### config.mk
export PLATFORM = sky130hd
export DESIGN_NAME = tm_pio_master
export DESIGN_NICKNAME = d
export VERILOG_FILES = /design/src/rtl/tm_pio_master_pkg.sv /design/src/rtl/tm_pio_ack_mux.sv /design/src/rtl/tm_pio_master.sv
export SDC_FILE = /design/constraint.sdc
export NUM_CORES = 1
export LEC_CHECK = 0
export BUFFER_PORTS_ARGS = -buffer_cell sky130_fd_sc_hd__buf_2
export CAP_MARGIN = 25
export CORE_MARGIN = 4
export CORE_UTILIZATION = 50
export CTS_BUF_LIST = sky130_fd_sc_hd__clkbuf_16
export DETAILED_ROUTE_END_ITERATION = 6
export GPL_TIMING_DRIVEN = 0
export PLACE_DENSITY = 0.95
export SETUP_SLACK_MARGIN = 0.3
export SLEW_MARGIN = 40
export SYNTH_ARGS = -nofsm -noshare
export SYNTH_HDL_FRONTEND = slang
export SYNTH_SLANG_ARGS = --single-unit
### constraint.sdc
create_clock -name clk -period 6.3 [get_ports clk]
set_input_delay 0.63 -clock clk [delete_from_list [all_inputs] [get_ports clk]]
set_output_delay 0.63 -clock clk [all_outputs]
set_load 0.005 [all_outputs]
### src/rtl/tm_pio_master_pkg.sv
// -----------------------------------------------------------------------------
// tm_pio_master_pkg
// Shared constants and types for the traffic-manager PIO initiator.
//   PIO_W            : width of PIO address/data paths (32)
//   SEL_NBITS        : width of the target-select field in the address (4)
//   ERR_DATA_DEFAULT : read data returned on a bad target or timeout
//   pio_state_e      : FSM state encoding (IDLE, ISSUE, WAIT, DONE)
//   sel_onehot()     : expands a 4-bit target index to a 16-bit one-hot mask
// -----------------------------------------------------------------------------
package tm_pio_master_pkg;

    localparam int          PIO_W            = 32;
    localparam int          SEL_NBITS        = 4;
    localparam logic [31:0] ERR_DATA_DEFAULT = 32'hDEAD_DEAD;

    typedef enum logic [1:0] {
        ST_IDLE  = 2'd0,
        ST_ISSUE = 2'd1,
        ST_WAIT  = 2'd2,
        ST_DONE  = 2'd3
    } pio_state_e;

    function automatic logic [15:0] sel_onehot(input logic [SEL_NBITS-1:0] sel);
        sel_onehot = 16'd1 << sel;
    endfunction

endpackage

### src/rtl/tm_pio_ack_mux.sv
// -----------------------------------------------------------------------------
// tm_pio_ack_mux
// Combinational selector picking the acknowledge and read data of the target
// addressed by sel.
//   sel       in  4          : target index
//   tgt_ack   in  N_TGT      : per-target acknowledge
//   tgt_rdata in  N_TGT*32   : per-target read data, target 0 in the LSBs
//   ack       out 1          : tgt_ack[sel] (0 when sel >= N_TGT)
//   rdata     out 32         : tgt_rdata slice of sel (0 when sel >= N_TGT)
// -----------------------------------------------------------------------------
module tm_pio_ack_mux
    import tm_pio_master_pkg::*;
#(
    parameter int N_TGT = 4
) (
    input  logic [SEL_NBITS-1:0] sel,
    input  logic [N_TGT-1:0]     tgt_ack,
    input  logic [N_TGT*32-1:0]  tgt_rdata,
    output logic                 ack,
    output logic [31:0]          rdata
);

    // Zero-padded to the full 16-target space so any 4-bit sel indexes a real
    // bit; absent targets read back as no-ack / zero data.
    logic [15:0]  ack_pad_s;
    logic [511:0] rdata_pad_s;

    assign ack_pad_s   = 16'(tgt_ack);
    assign rdata_pad_s = 512'(tgt_rdata);

    assign ack   = ack_pad_s[sel];
    assign rdata = rdata_pad_s[{sel, 5'd0} +: 32];

endmodule

### src/rtl/tm_pio_master.sv
// -----------------------------------------------------------------------------
// tm_pio_master
// PIO initiator for the traffic-manager register space. Accepts one host
// command at a time, decodes the target from pio_addr[SEL_LSB+3:SEL_LSB],
// drives the reg_* bus to that target and returns its data or an error.
//   clk, rst_n          : core clock, asynchronous active-low reset
//   pio_req/rnw/addr/wdata in : host command (req is a single-cycle pulse)
//   pio_busy  out       : command in flight
//   pio_done  out       : one-cycle completion pulse
//   pio_err   out       : bad target or timeout, valid with pio_done
//   pio_rdata out       : read data (ERR_DATA on error), valid with pio_done
//   reg_ms    out N_TGT : one-hot target select
//   reg_rd/reg_wr out   : single-cycle access strobes
//   reg_addr/reg_din out: address and write data to the targets
//   tgt_ack   in  N_TGT : per-target acknowledge
//   tgt_rdata in  N_TGT*32 : per-target read data, target 0 in the LSBs
// -----------------------------------------------------------------------------
module tm_pio_master
    import tm_pio_master_pkg::*;
#(
    parameter int          N_TGT    = 4,
    parameter int          SEL_LSB  = 20,
    parameter int          TIMEOUT  = 255,
    parameter logic [31:0] ERR_DATA = ERR_DATA_DEFAULT
) (
    input  logic                clk,
    input  logic                rst_n,
    input  logic                pio_req,
    input  logic                pio_rnw,
    input  logic [31:0]         pio_addr,
    input  logic [31:0]         pio_wdata,
    output logic                pio_busy,
    output logic                pio_done,
    output logic                pio_err,
    output logic [31:0]         pio_rdata,
    output logic [N_TGT-1:0]    reg_ms,
    output logic                reg_rd,
    output logic                reg_wr,
    output logic [31:0]         reg_addr,
    output logic [31:0]         reg_din,
    input  logic [N_TGT-1:0]    tgt_ack,
    input  logic [N_TGT*32-1:0] tgt_rdata
);

    pio_state_e           state_r;
    logic [SEL_NBITS-1:0] sel_r;
    logic                 rnw_r;
    logic [7:0]           cnt_r;

    logic [SEL_NBITS-1:0] req_sel_s;
    logic                 req_bad_s;
    logic [15:0]          req_onehot_s;
    logic                 ack_s;
    logic [31:0]          ack_rdata_s;

    assign req_sel_s    = pio_addr[SEL_LSB +: SEL_NBITS];
    assign req_bad_s    = (32'(req_sel_s) >= N_TGT);
    assign req_onehot_s = sel_onehot(req_sel_s);

    // Only the acknowledge of the latched target is ever seen by the FSM.
    tm_pio_ack_mux #(
        .N_TGT (N_TGT)
    ) u_ack_mux (
        .sel       (sel_r),
        .tgt_ack   (tgt_ack),
        .tgt_rdata (tgt_rdata),
        .ack       (ack_s),
        .rdata     (ack_rdata_s)
    );

    // Command FSM, timeout counter, capture registers and all registered outputs.
    always_ff @(posedge clk or negedge rst_n) begin
        if (!rst_n) begin
            state_r   <= ST_IDLE;
            sel_r     <= 4'd0;
            rnw_r     <= 1'b0;
            cnt_r     <= 8'd0;
            pio_busy  <= 1'b0;
            pio_done  <= 1'b0;
            pio_err   <= 1'b0;
            pio_rdata <= 32'd0;
            reg_ms    <= '0;
            reg_rd    <= 1'b0;
            reg_wr    <= 1'b0;
            reg_addr  <= 32'd0;
            reg_din   <= 32'd0;
        end else begin
            case (state_r)
                ST_IDLE: begin
                    if (pio_req) begin
                        rnw_r    <= pio_rnw;
                        sel_r    <= req_sel_s;
                        pio_busy <= 1'b1;
                        if (req_bad_s) begin
                            // Bad target: no bus activity at all.
                            state_r <= ST_DONE;
                        end else begin
                            reg_addr <= pio_addr;
                            reg_din  <= pio_wdata;
                            reg_ms   <= req_onehot_s[N_TGT-1:0];
                            reg_rd   <= pio_rnw;
                            reg_wr   <= ~pio_rnw;
                            state_r  <= ST_ISSUE;
                        end
                    end
                end
                ST_ISSUE: begin
                    reg_rd  <= 1'b0;
                    reg_wr  <= 1'b0;
                    cnt_r   <= 8'd0;
                    state_r <= ST_WAIT;
                end
                ST_WAIT: begin
                    // Ack is tested first so it wins over a coincident expiry.
                    if (ack_s) begin
                        pio_done  <= 1'b1;
                        pio_err   <= 1'b0;
                        pio_rdata <= rnw_r ? ack_rdata_s : 32'd0;
                        reg_ms    <= '0;
                        state_r   <= ST_DONE;
                    end else if (cnt_r == 8'(TIMEOUT)) begin
                        pio_done  <= 1'b1;
                        pio_err   <= 1'b1;
                        pio_rdata <= ERR_DATA;
                        reg_ms    <= '0;
                        state_r   <= ST_DONE;
                    end else begin
                        cnt_r <= cnt_r + 8'd1;
                    end
                end
                ST_DONE: begin
                    if (pio_done) begin
                        pio_done  <= 1'b0;
                        pio_err   <= 1'b0;
                        pio_rdata <= 32'd0;
                        pio_busy  <= 1'b0;
                        state_r   <= ST_IDLE;
                    end else begin
                        // Entered straight from IDLE on a bad target: publish
                        // the error response one cycle later, so it lands on
                        // cycle 2 after the request.
                        pio_done  <= 1'b1;
                        pio_err   <= 1'b1;
                        pio_rdata <= ERR_DATA;
                    end
                end
                default: begin
                    state_r <= ST_IDLE;
                end
            endcase
        end
    end

endmodule

==> impl_metrics.py, run 1 <==
metrics = {
    "placement": {
        "portBuffers": 304,
        "hpwlAfterDp_mm": 15.42,
        "gp_congestion": 0.8956,
    },
    "synth": {
        "synth_area_leaders": "dfrtp_1 50%, nand2_1 12%, mux2i_1 7.6%, mux4_2 3.7%, a22o_1 3.2%",
        "ys_seq_area_frac": 0.4968,
        "synth_nets": 789,
        "synthCells": 583,
        "synth_flop_cell": "dfrtp_1",
        "yosys_warnings": 0,
        "yosys-top-cells-count": "200 x nand2_1, 120 x dfrtp_1, 46 x mux2i_1, 22 x a22o_1, 22 x o221ai_1",
        "synth_most_common_cell": "nand2_1",
        "async_flop_share": 1.000,
        "yosysUniqueCellTypes": 44,
        "avgSynthCellArea_sq_um": 10.37,
        "synth_edf_count": 0,
        "syn_area_sq_um": 6045,
        "yosys.area.top_type_share": 0.4968,
        "synth_area_leader_cell": "dfrtp_1",
        "ys_ff_latch": 120,
    },
    "clocking": {
        "cts_buffers": 17,
        "clk_pin_slew_ps": 60,
        "clkLatencyLatePin_ps": 410,
        "cts.sinks": 120,
        "post_cts_buffers": 0,
        "cts_resized": 0,
        "htree_levels": 4,
        "cts_root_buf": "clkbuf_16",
        "cts_tree": "yes",
        "cts_buffer_depth": 2,
        "ctsHoldBuffers": 0,
    },
    "grt": {
        "grt_pass1_wl_mm": 32.08,
        "overflow": 0,
        "grt_usage": 0.2884,
        "antenna_found_initial": 1,
        "grt_max_degree": 65,
        "grt_pass1_vias": 6081,
    },
    "timing": {
        "maxSlewViolCount": 0,
        "setup_violations": 0,
        "min_period_over_period": 0.3871,
        "final_hold_viol_count": 0,
        "fmax_mhz": 410.0,
        "slew_headroom": 0.5568,
        "rsz0062_at_grt": "no",
        "fin_skew_ps": 9.250,
        "period_minus_slack_ps": 2439,
        "tightest_slew_ps": 661.2,
        "tns_ps": 0,
    },
    "floorplanning": {
        "start_util": 0.5205,
        "die_y_um": 118.0,
        "io_pins": 305,
        "dieArea_sq_um": 13910,
        "die_w_um": 118.0,
        "rows": 39,
        "coreArea_sq_um": 11610,
    },
    "final_layout": {
        "final_util": 0.7206,
        "num-nets-final": 1113,
        "num-fill-cells": 852,
        "area_delta_synth_final_pct": 38.46,
        "layout-drive-gt1-share": 0.4283,
        "area.sequential_sq_um": 3003,
        "multiInputGateArea_sq_um": 2801,
    },
    "power_and_ir_drop": {
        "leakagePower_uw": 0.004557,
        "ir_drop_mv": 0.3511,
        "power_density_nw_per_um2": 492.8,
    },
    "critical_path": {
        "worstPathMaxFanout": 10,
        "endpoint_kind": "flip-flop",
        "cpPeakStageDelay_ps": 540,
        "crit_path_start_kind": "flip-flop",
        "crit_type": "flip-flop to flip-flop",
        "cp.required_ps": 6590,
        "cp_cell_sequence": "ha_1, nand4_1, o21ai_1, o22ai_4, clkbuf_1, a22o_1",
        "cp_slowest_cell": "o21ai_1",
        "cp.arrival_ps": 2730,
    },
    "route": {
        "wirelength_mm": 19.91,
        "vias": 5862,
        "wl_per_cell_um": 18.71,
        "drt_iter0_markers": 430,
        "ant_nets": 0,
        "post_drt_via_cell_ratio": 5.509,
        "route.detailed.drc": 0,
        "drt_pass1_iterations": 5,
    },
    "hold_path": {
        "hp-class": "input pin to async pin",
    },
    "job": {
        "cap_violations": 0,
    },
    "run_status": {
        "status": "completed",
    },
}
==> flip-flops by register name (all words and copies together), names as in the netlist <==
register   flops
pio_rdata     32
reg_addr      32
reg_din       32
cnt_r          8
reg_ms         4
sel_r          4
state_r        2
pio_busy       1
pio_done       1
pio_err        1
reg_rd         1
reg_wr         1
rnw_r          1
==> area by class of cell <==
type / count / area share
buffer: 38 / 0.02616
antenna: 1 / 0.0002990
clock buffer: 17 / 0.05083
inverter: 7 / 0.003139
clock inverter: 15 / 0.01839
timing repair buffer: 305 / 0.1863
sequential: 120 / 0.3588
tap: 143 / 0.02138
multi-input combinational: 418 / 0.3347
==> worst max-delay path: cells and delay by family, from the launching register on <==
family | cells | cell delay (ps)
compound gates | 3 | 1070
flops | 1 | 460
fa+ha+maj | 1 | 300
buf+inv | 1 | 290
simple gates | 1 | 200
==> cell families after synthesis <==
| family | Yosys count | share of synthesized area |
|---|---|---|
| simple gates | 254 | 0.1784 |
| flops | 120 | 0.4968 |
| compound gates | 79 | 0.1097 |
| mux | 79 | 0.1621 |
| buf+inv | 45 | 0.04057 |
| fa+ha+maj | 6 | 0.01242 |
==> power breakdown <==
group	total, uW	switching (uW)	internal (uW)
logic	1820	947	875
registers	1350	226	1130
clock network	951	368	582
total	4120	1540	2580
==> per-stage QoR <==
stage	instances	hold WS (ps)	total power [uW]	cell area [sq um]	worst slack [ps]
floorplan	583	334.4	2467	6045	4232
global placement	1030	452.9	3112	7745	3129
detailed placement	1031	457.1	3174	7787	3833
CTS	1063	137.9	4145	8367	3819
global route	1064	155.4	4405	8369	3642
finish	1064	121.8	4124	8369	3861
==> cell usage in the layout, fill, tap and decap left out, types with 3 or more instances in the layout <==
master	instances
buf_2	310
nand2_1	200
dfrtp_1	120
mux2i_1	46
a22o_1	22
o221ai_1	22
clkbuf_1	19
clkbuf_16	17
mux2_2	13
and3_1	12
nand3_1	10
mux4_2	10
o21ai_0	8
mux2_4	8
inv_1	7
a21oi_1	7
buf_6	6
buf_4	6
nor2_1	6
ha_1	6
or4_1	5
nand4_1	4
o311ai_0	4
o211ai_1	4
nor3_1	4
clkinv_4	4
o22ai_4	3
clkinv_2	3
clkinvlp_4	3
==> final timing paths <==
kind                                    start             to  slack (ps)  cells after the start
max in group asynchronous               rst_n   reg_addr[12]        5520                      2
min in group clk                pio_wdata[10]    reg_din[10]         410                      3
worst min register to register   reg_addr[25]   reg_addr[25]         470                      2
worst min-delay path                    rst_n  pio_rdata[16]         120                      1
worst max register to register       cnt_r[0]   pio_rdata[2]        3860                      6
worst max-delay path                 cnt_r[0]   pio_rdata[2]        3860                      6
==> layer usage <==
| metal | up-vias | track usage | share of wire |
|---|---|---|---|
| met5 | - | 0 | 0 |
| met1 | 2781 | 0.3371 | 0.37 |
| met4 | 0 | 0.1223 | 0.033 |
| li1 | 2712 | - | - |
| met3 | 47 | 0.09611 | 0.094 |
| met2 | 322 | 0.4862 | 0.50 |
(Power assumes the default switching activity.)
==> run 2, diff against run 1 <==
Settings changed: CORE_UTILIZATION 50 to 46, PLACE_DENSITY 0.95 to 0.93.
Clock period 6.3 ns to 2.3 ns, I/O delays scaled along.
==> impl_metrics.py, run 2 (synthesized netlist as in run 1, its figures left out) <==
metrics = {
    "run_status": {
        "status": "completed",
    },
    "floorplanning": {
        "io_pins": 305,
        "rows": 41,
        "die_w_um": 122.6,
        "die_y_um": 122.6,
        "dieArea_sq_um": 15040,
        "coreArea_sq_um": 12720,
        "start_util": 0.4751,
    },
    "job": {
        "cap_violations": 0,
    },
    "critical_path": {
        "endpoint_kind": "flip-flop",
        "crit_path_start_kind": "flip-flop",
        "cp.required_ps": 2580,
        "worstPathMaxFanout": 8,
        "cp.arrival_ps": 2410,
        "crit_start": "state_r[0]",
        "crit_type": "flip-flop to flip-flop",
        "worst_r2r_startpoint": "state_r[0]",
    },
    "route": {
        "drt_pass1_iterations": 5,
        "drt_iter0_markers": 463,
        "post_drt_via_cell_ratio": 5.493,
        "dr_wl_met2_mm": 10.44,
        "dr_wl_met3_mm": 2.182,
        "m1WireLength_mm": 7.879,
        "ant_nets": 0,
        "wl_per_cell_um": 19.08,
        "vias": 6169,
        "route.detailed.drc": 0,
        "top_layer_used": "met5",
        "wirelength_mm": 21.43,
    },
    "final_layout": {
        "num-fill-cells": 901,
        "layout-drive-gt1-share": 0.4609,
        "mostFrequentLayoutCells": "313 x buf_2, 199 x nand2_1, 118 x dfrtp_1, 46 x mux2i_1, 22 x a22o_1",
        "final_common_cell": "buf_2",
        "area_delta_synth_final_pct": 47.22,
        "num-nets-final": 1141,
        "reg_top3": "pio_rdata (32), reg_addr (32), reg_din (32)",
        "final_util": 0.6994,
    },
    "timing": {
        "maxSlewViolCount": 0,
        "tns_ps": 0,
        "setup_violations": 0,
        "fmax_mhz": 468.8,
        "tightest_slew_ps": 431.1,
        "slew_headroom": 0.7126,
        "rsz0062_at_grt": "yes",
        "period_minus_slack_ps": 2133,
        "final_hold_viol_count": 0,
        "min_period_over_period": 0.9275,
        "fin_skew_ps": 9.743,
    },
    "grt": {
        "grt_pass1_vias": 6137,
        "antenna_found_initial": 8,
        "grt_max_degree": 70,
        "overflow": 0,
        "grt_usage": 0.2758,
        "grt_pass1_wl_mm": 31.64,
    },
    "power_and_ir_drop": {
        "ir_drop_mv": 0.7037,
        "pwr-share-comb": 0.464,
        "total_power_uw": 12040,
        "leakagePower_uw": 0.004775,
        "power_density_nw_per_um2": 1353,
        "p_clk_frac": 0.224,
        "netSwitchingPower_uw": 4433,
        "p_int_uw": 7603,
        "sw_frac_of_total": 0.3683,
        "pwr-share-seq": 0.312,
    },
    "placement": {
        "hpwlAfterDp_mm": 15.19,
        "gp_congestion": 0.9087,
        "portBuffers": 304,
    },
    "clocking": {
        "htree_levels": 4,
        "cts.sinks": 120,
        "cts_buffer_depth": 2,
        "cts_tree": "yes",
        "clk_pin_slew_ps": 50,
        "clkLatencyLatePin_ps": 410,
        "cts_buffers": 17,
        "cts_root_buf": "clkbuf_16",
    },
    "hold_path": {
        "hp-class": "input pin to flip-flop",
        "hp-start": "pio_addr[24]",
    },
}
-- run 2: cell count changes in the layout (fill, tap and decap cells not counted), moves of 4 or more --
cell           delta
o221ai_2          +7
clkbuf_4          +6
clkbuf_2          +6
o221ai_1          -7
buf_4            +10
clkbuf_1         -14
dlygate4sd3_1    +14
diode_2           +4
-- run 2: area by class of cell --
class,count,area (sq um),area share
clock buffers,17,425.4,0.04781
clock inverters,13,163.9,0.01842
well taps,172,215.2,0.02418
flip-flops and latches,120,3005,0.3377
multi-input cells,418,2960,0.3327
plain buffers,37,251.5,0.02826
repair buffers,334,1838,0.2066
inverters,7,26.28,0.002953
diodes,5,12.51,0.001406
-- run 2: what timing repair did --
action / in CTS / in global routing
endpoints found under the hold margin: 64 / 0
hold buffers: 14 / 0
resized for setup: 31 / 34
setup endpoints to repair: 109 / 91
setup buffers: 9 / 2
pin swaps: 8 / 6
gates cloned: 3 / 0
-- run 2: final timing paths --
kind	endpoint	slack (ps)	cells after the start
min	reg_addr[24]	10	3
min in group asynchronous	pio_rdata[6]	360	2
max in group asynchronous	reg_din[22]	1260	3
min reg2reg	reg_din[1]	470	2
max reg2reg	pio_err	170	8
max	pio_err	170	8
-- run 2: power groups by stage --
| stage | Clock, uW | Combinational (uW) | Sequential, uW |
|---|---|---|---|
| after floorplan | 0 | 3060 | 3720 |
| after detailed placement | 0 | 5040 | 3690 |
| after global placement | 0 | 4840 | 3680 |
| after global routing | 2820 | 6070 | 3860 |
| after CTS | 2720 | 5390 | 3710 |
| final | 2690 | 5590 | 3760 |
-- run 2: through the flow --
stage	worst slack, ps	hold slack [ps]	instance area, sq um	cells
after global routing	97.27	1.686	8899	1123
after CTS	170.3	0.9516	8767	1116
after detailed placement	-251.3	163.4	7839	1061
after global placement	-721.4	417.9	7791	1059
after floorplan	316.0	-65.59	6055	583
final	166.8	12.02	8899	1123
-- run 2: critical path: stages, from the launching register on --
cell and delay, ps:
dfrtp_1 410, ha_2 190, buf_6 120, or4_4 540, o22ai_4 140, buf_12 160
buf_8 130, a21oi_4 30, mux2_4 290
-- run 2: metal layers --
metal	vias up	track usage
met5	-	0
met4	6	0.1477
met3	76	0.08802
met2	405	0.4514
met1	2917	0.3236
li1	2765	-
==> run 3, diff against run 2 <==
Settings changed: CORE_MARGIN 4 to 5, CORE_UTILIZATION 46 to 42, PLACE_DENSITY 0.93 to 0.9.
Clock period 2.3 ns to 1.8 ns, I/O delays scaled along.
==> impl_metrics.py, run 3 (synthesized netlist as in run 1, its figures left out) <==
metrics = {
    "run_status": {
        "status": "complete, but fails checks",
        "violations": "negative setup slack",
    },
    "final_layout": {
        "mostFrequentLayoutCells": "309 x buf_2, 174 x nand2_1, 116 x dfrtp_1, 61 x dlygate4sd3_1, 46 x mux2i_1",
        "final_common_cell": "buf_2",
        "layout-drive-gt1-share": 0.5173,
        "postLayoutCellArea_sq_um": 10230,
        "area_delta_synth_final_pct": 69.32,
        "instances_no_fill": 1220,
        "area.sequential_sq_um": 3008,
        "multiInputGateArea_sq_um": 3184,
        "num-nets-final": 1231,
        "num-fill-cells": 892,
        "reg_top3": "pio_rdata (32), reg_addr (32), reg_din (32)",
    },
    "floorplanning": {
        "dieArea_sq_um": 16890,
        "start_util": 0.4321,
        "rows": 43,
        "io_pins": 305,
        "coreArea_sq_um": 13990,
        "die_w_um": 130.0,
        "die_y_um": 130.0,
    },
    "critical_path": {
        "cp_cell_sequence": "ha_2, buf_6, or4b_4, o22ai_4, buf_12, buf_8, o221ai_1, a22o_1",
        "endpoint_kind": "flip-flop",
        "crit_buf_inv": 3,
        "r2r_slack_ps": -330,
        "cp.arrival_ps": 2430,
        "crit_type": "flip-flop to flip-flop",
        "cpPeakStageDelay_ps": 490,
        "cp_top_family": "compound AO/OA/AOI/OAI gates",
        "worst_r2r_startpoint": "state_r[0]",
        "crit_path_start_kind": "flip-flop",
        "worstPathMaxFanout": 10,
        "cp.required_ps": 2100,
        "rr_worst_depth": 8,
        "r2r-end": "pio_rdata[31]",
        "cp_slowest_cell": "or4b_4",
    },
    "grt": {
        "overflow": 0,
        "grt_pass1_vias": 6938,
        "grt_pass1_wl_mm": 35.66,
        "antenna_found_initial": 2,
        "grt_usage": 0.2729,
        "grt_max_degree": 68,
    },
    "route": {
        "wl_per_cell_um": 21.61,
        "vias": 6841,
        "drt_pass1_iterations": 7,
        "ant_nets": 0,
        "post_drt_via_cell_ratio": 5.607,
        "wirelength_mm": 26.36,
        "route.detailed.drc": 0,
        "drt_iter0_markers": 442,
    },
    "timing": {
        "tightest_slew_ps": 653.9,
        "maxSlewViolCount": 0,
        "min_period_over_period": 1.183,
        "final_hold_viol_count": 0,
        "setup_slack_ps": -329.1,
        "fin_skew_ps": 9.173,
        "fmax_mhz": 469.7,
        "period_minus_slack_ps": 2129,
        "setup_violations": 108,
        "slew_headroom": 0.5641,
        "rsz0062_at_grt": "yes",
    },
    "placement": {
        "gp_congestion": 0.9315,
        "hpwlAfterDp_mm": 15.05,
        "portBuffers": 304,
        "placed_cell_area_sq_um": 8033,
        "dpl.cell_count": 1068,
    },
    "clocking": {
        "htree_levels": 4,
        "cts_buffer_depth": 2,
        "cts.sinks": 120,
        "clk_pin_slew_ps": 60,
        "cts_buffers": 17,
        "clkLatencyLatePin_ps": 420,
        "cts_tree": "yes",
        "cts_root_buf": "clkbuf_16",
    },
    "hold_path": {
        "hp-start": "pio_addr[21]",
        "hp-class": "input pin to flip-flop",
        "min_path_cells": 3,
        "holdPathEnd": "reg_addr[21]",
    },
    "power_and_ir_drop": {
        "power_density_nw_per_um2": 1651,
        "ir_drop_mv": 1.139,
        "total_power_uw": 16900,
        "leakagePower_uw": 0.005327,
    },
    "job": {
        "cap_violations": 0,
    },
}
[run 3: changes by cell type in the layout (fill, tap and decap cells not counted), sizes merged]
| cell | before | now |
|---|---|---|
| dlygate4sd3 | 14 | 61 |
| buf | 340 | 384 |
| inv | 9 | 15 |
| bufinv | 4 | 1 |
| diode | 5 | 2 |
| clkinv | 6 | 4 |
| clkbuf | 34 | 33 |
| clkinvlp | 1 | 2 |
[run 3: worst max path at each step]
| stage | cells past startpoint | startpoint | end | slack [ps] |
|---|---|---|---|---|
| final | 8 | state_r[0] | pio_rdata[31] | -330 |
| after global routing | 8 | state_r[0] | pio_rdata[25] | -370 |
| after CTS | 8 | state_r[1] | pio_rdata[31] | -270 |
| after detailed placement | 7 | state_r[1] | pio_rdata[14] | -410 |
| after global placement | 1 | rst_n | sel_r[0] | -1170 |
| after floorplan | 7 | state_r[0] | pio_err | -180 |
[run 3: routing by layer]
metal  vias up  track usage  wire (um)
li1       2958            -          -
met4         0       0.1381       1264
met5         -            0          0
met1      3302       0.2950       8890
met2       476       0.4938      13880
met3       105      0.06877       2328
[run 3: layout make-up]
class	instances	area share
antenna	2	0.0004890
sequential	120	0.2939
buffer	38	0.04413
inverter	7	0.004034
clock buffer	17	0.04156
clock inverter	15	0.01406
multi-input combinational	418	0.3111
tap	180	0.02200
timing repair buffer	423	0.2687
[run 3: repair_timing]
item	in CTS	in global routing
hold buffers	61	0
endpoints found under the hold margin	113	0
buffers inserted	28	18
pin swaps	9	25
gates cloned	4	7
endpoints found under the setup margin	115	115
gates resized for setup	62	72
[run 3: power breakdown]
part | internal (uW) | switching, uW
registers | 3950 | 870
logic | 4400 | 4370
clock network | 1930 | 1370
total | 10300 | 6620
[run 3: through the flow]
stage	setup WS (ps)	hold slack, ps	util	setup TNS (ps)
floorplan	-177.8	-115.6	-	-4631
global placement	-1174	368.4	0.5716	-130170
detailed placement	-415.0	127.4	0.5742	-17580
CTS	-265.5	36.97	0.6981	-7591
global route	-368.1	55.01	0.7317	-22730
finish	-329.1	71.99	0.7317	-17740
[run 3: worst reg2reg max path, cell delays in order, from the launching register on]
cell and delay [ps]:
dfrtp_1 390, ha_2 200, buf_6 120, or4b_4 490
o22ai_4 210, buf_12 150, buf_8 130, o221ai_1 120
a22o_1 200
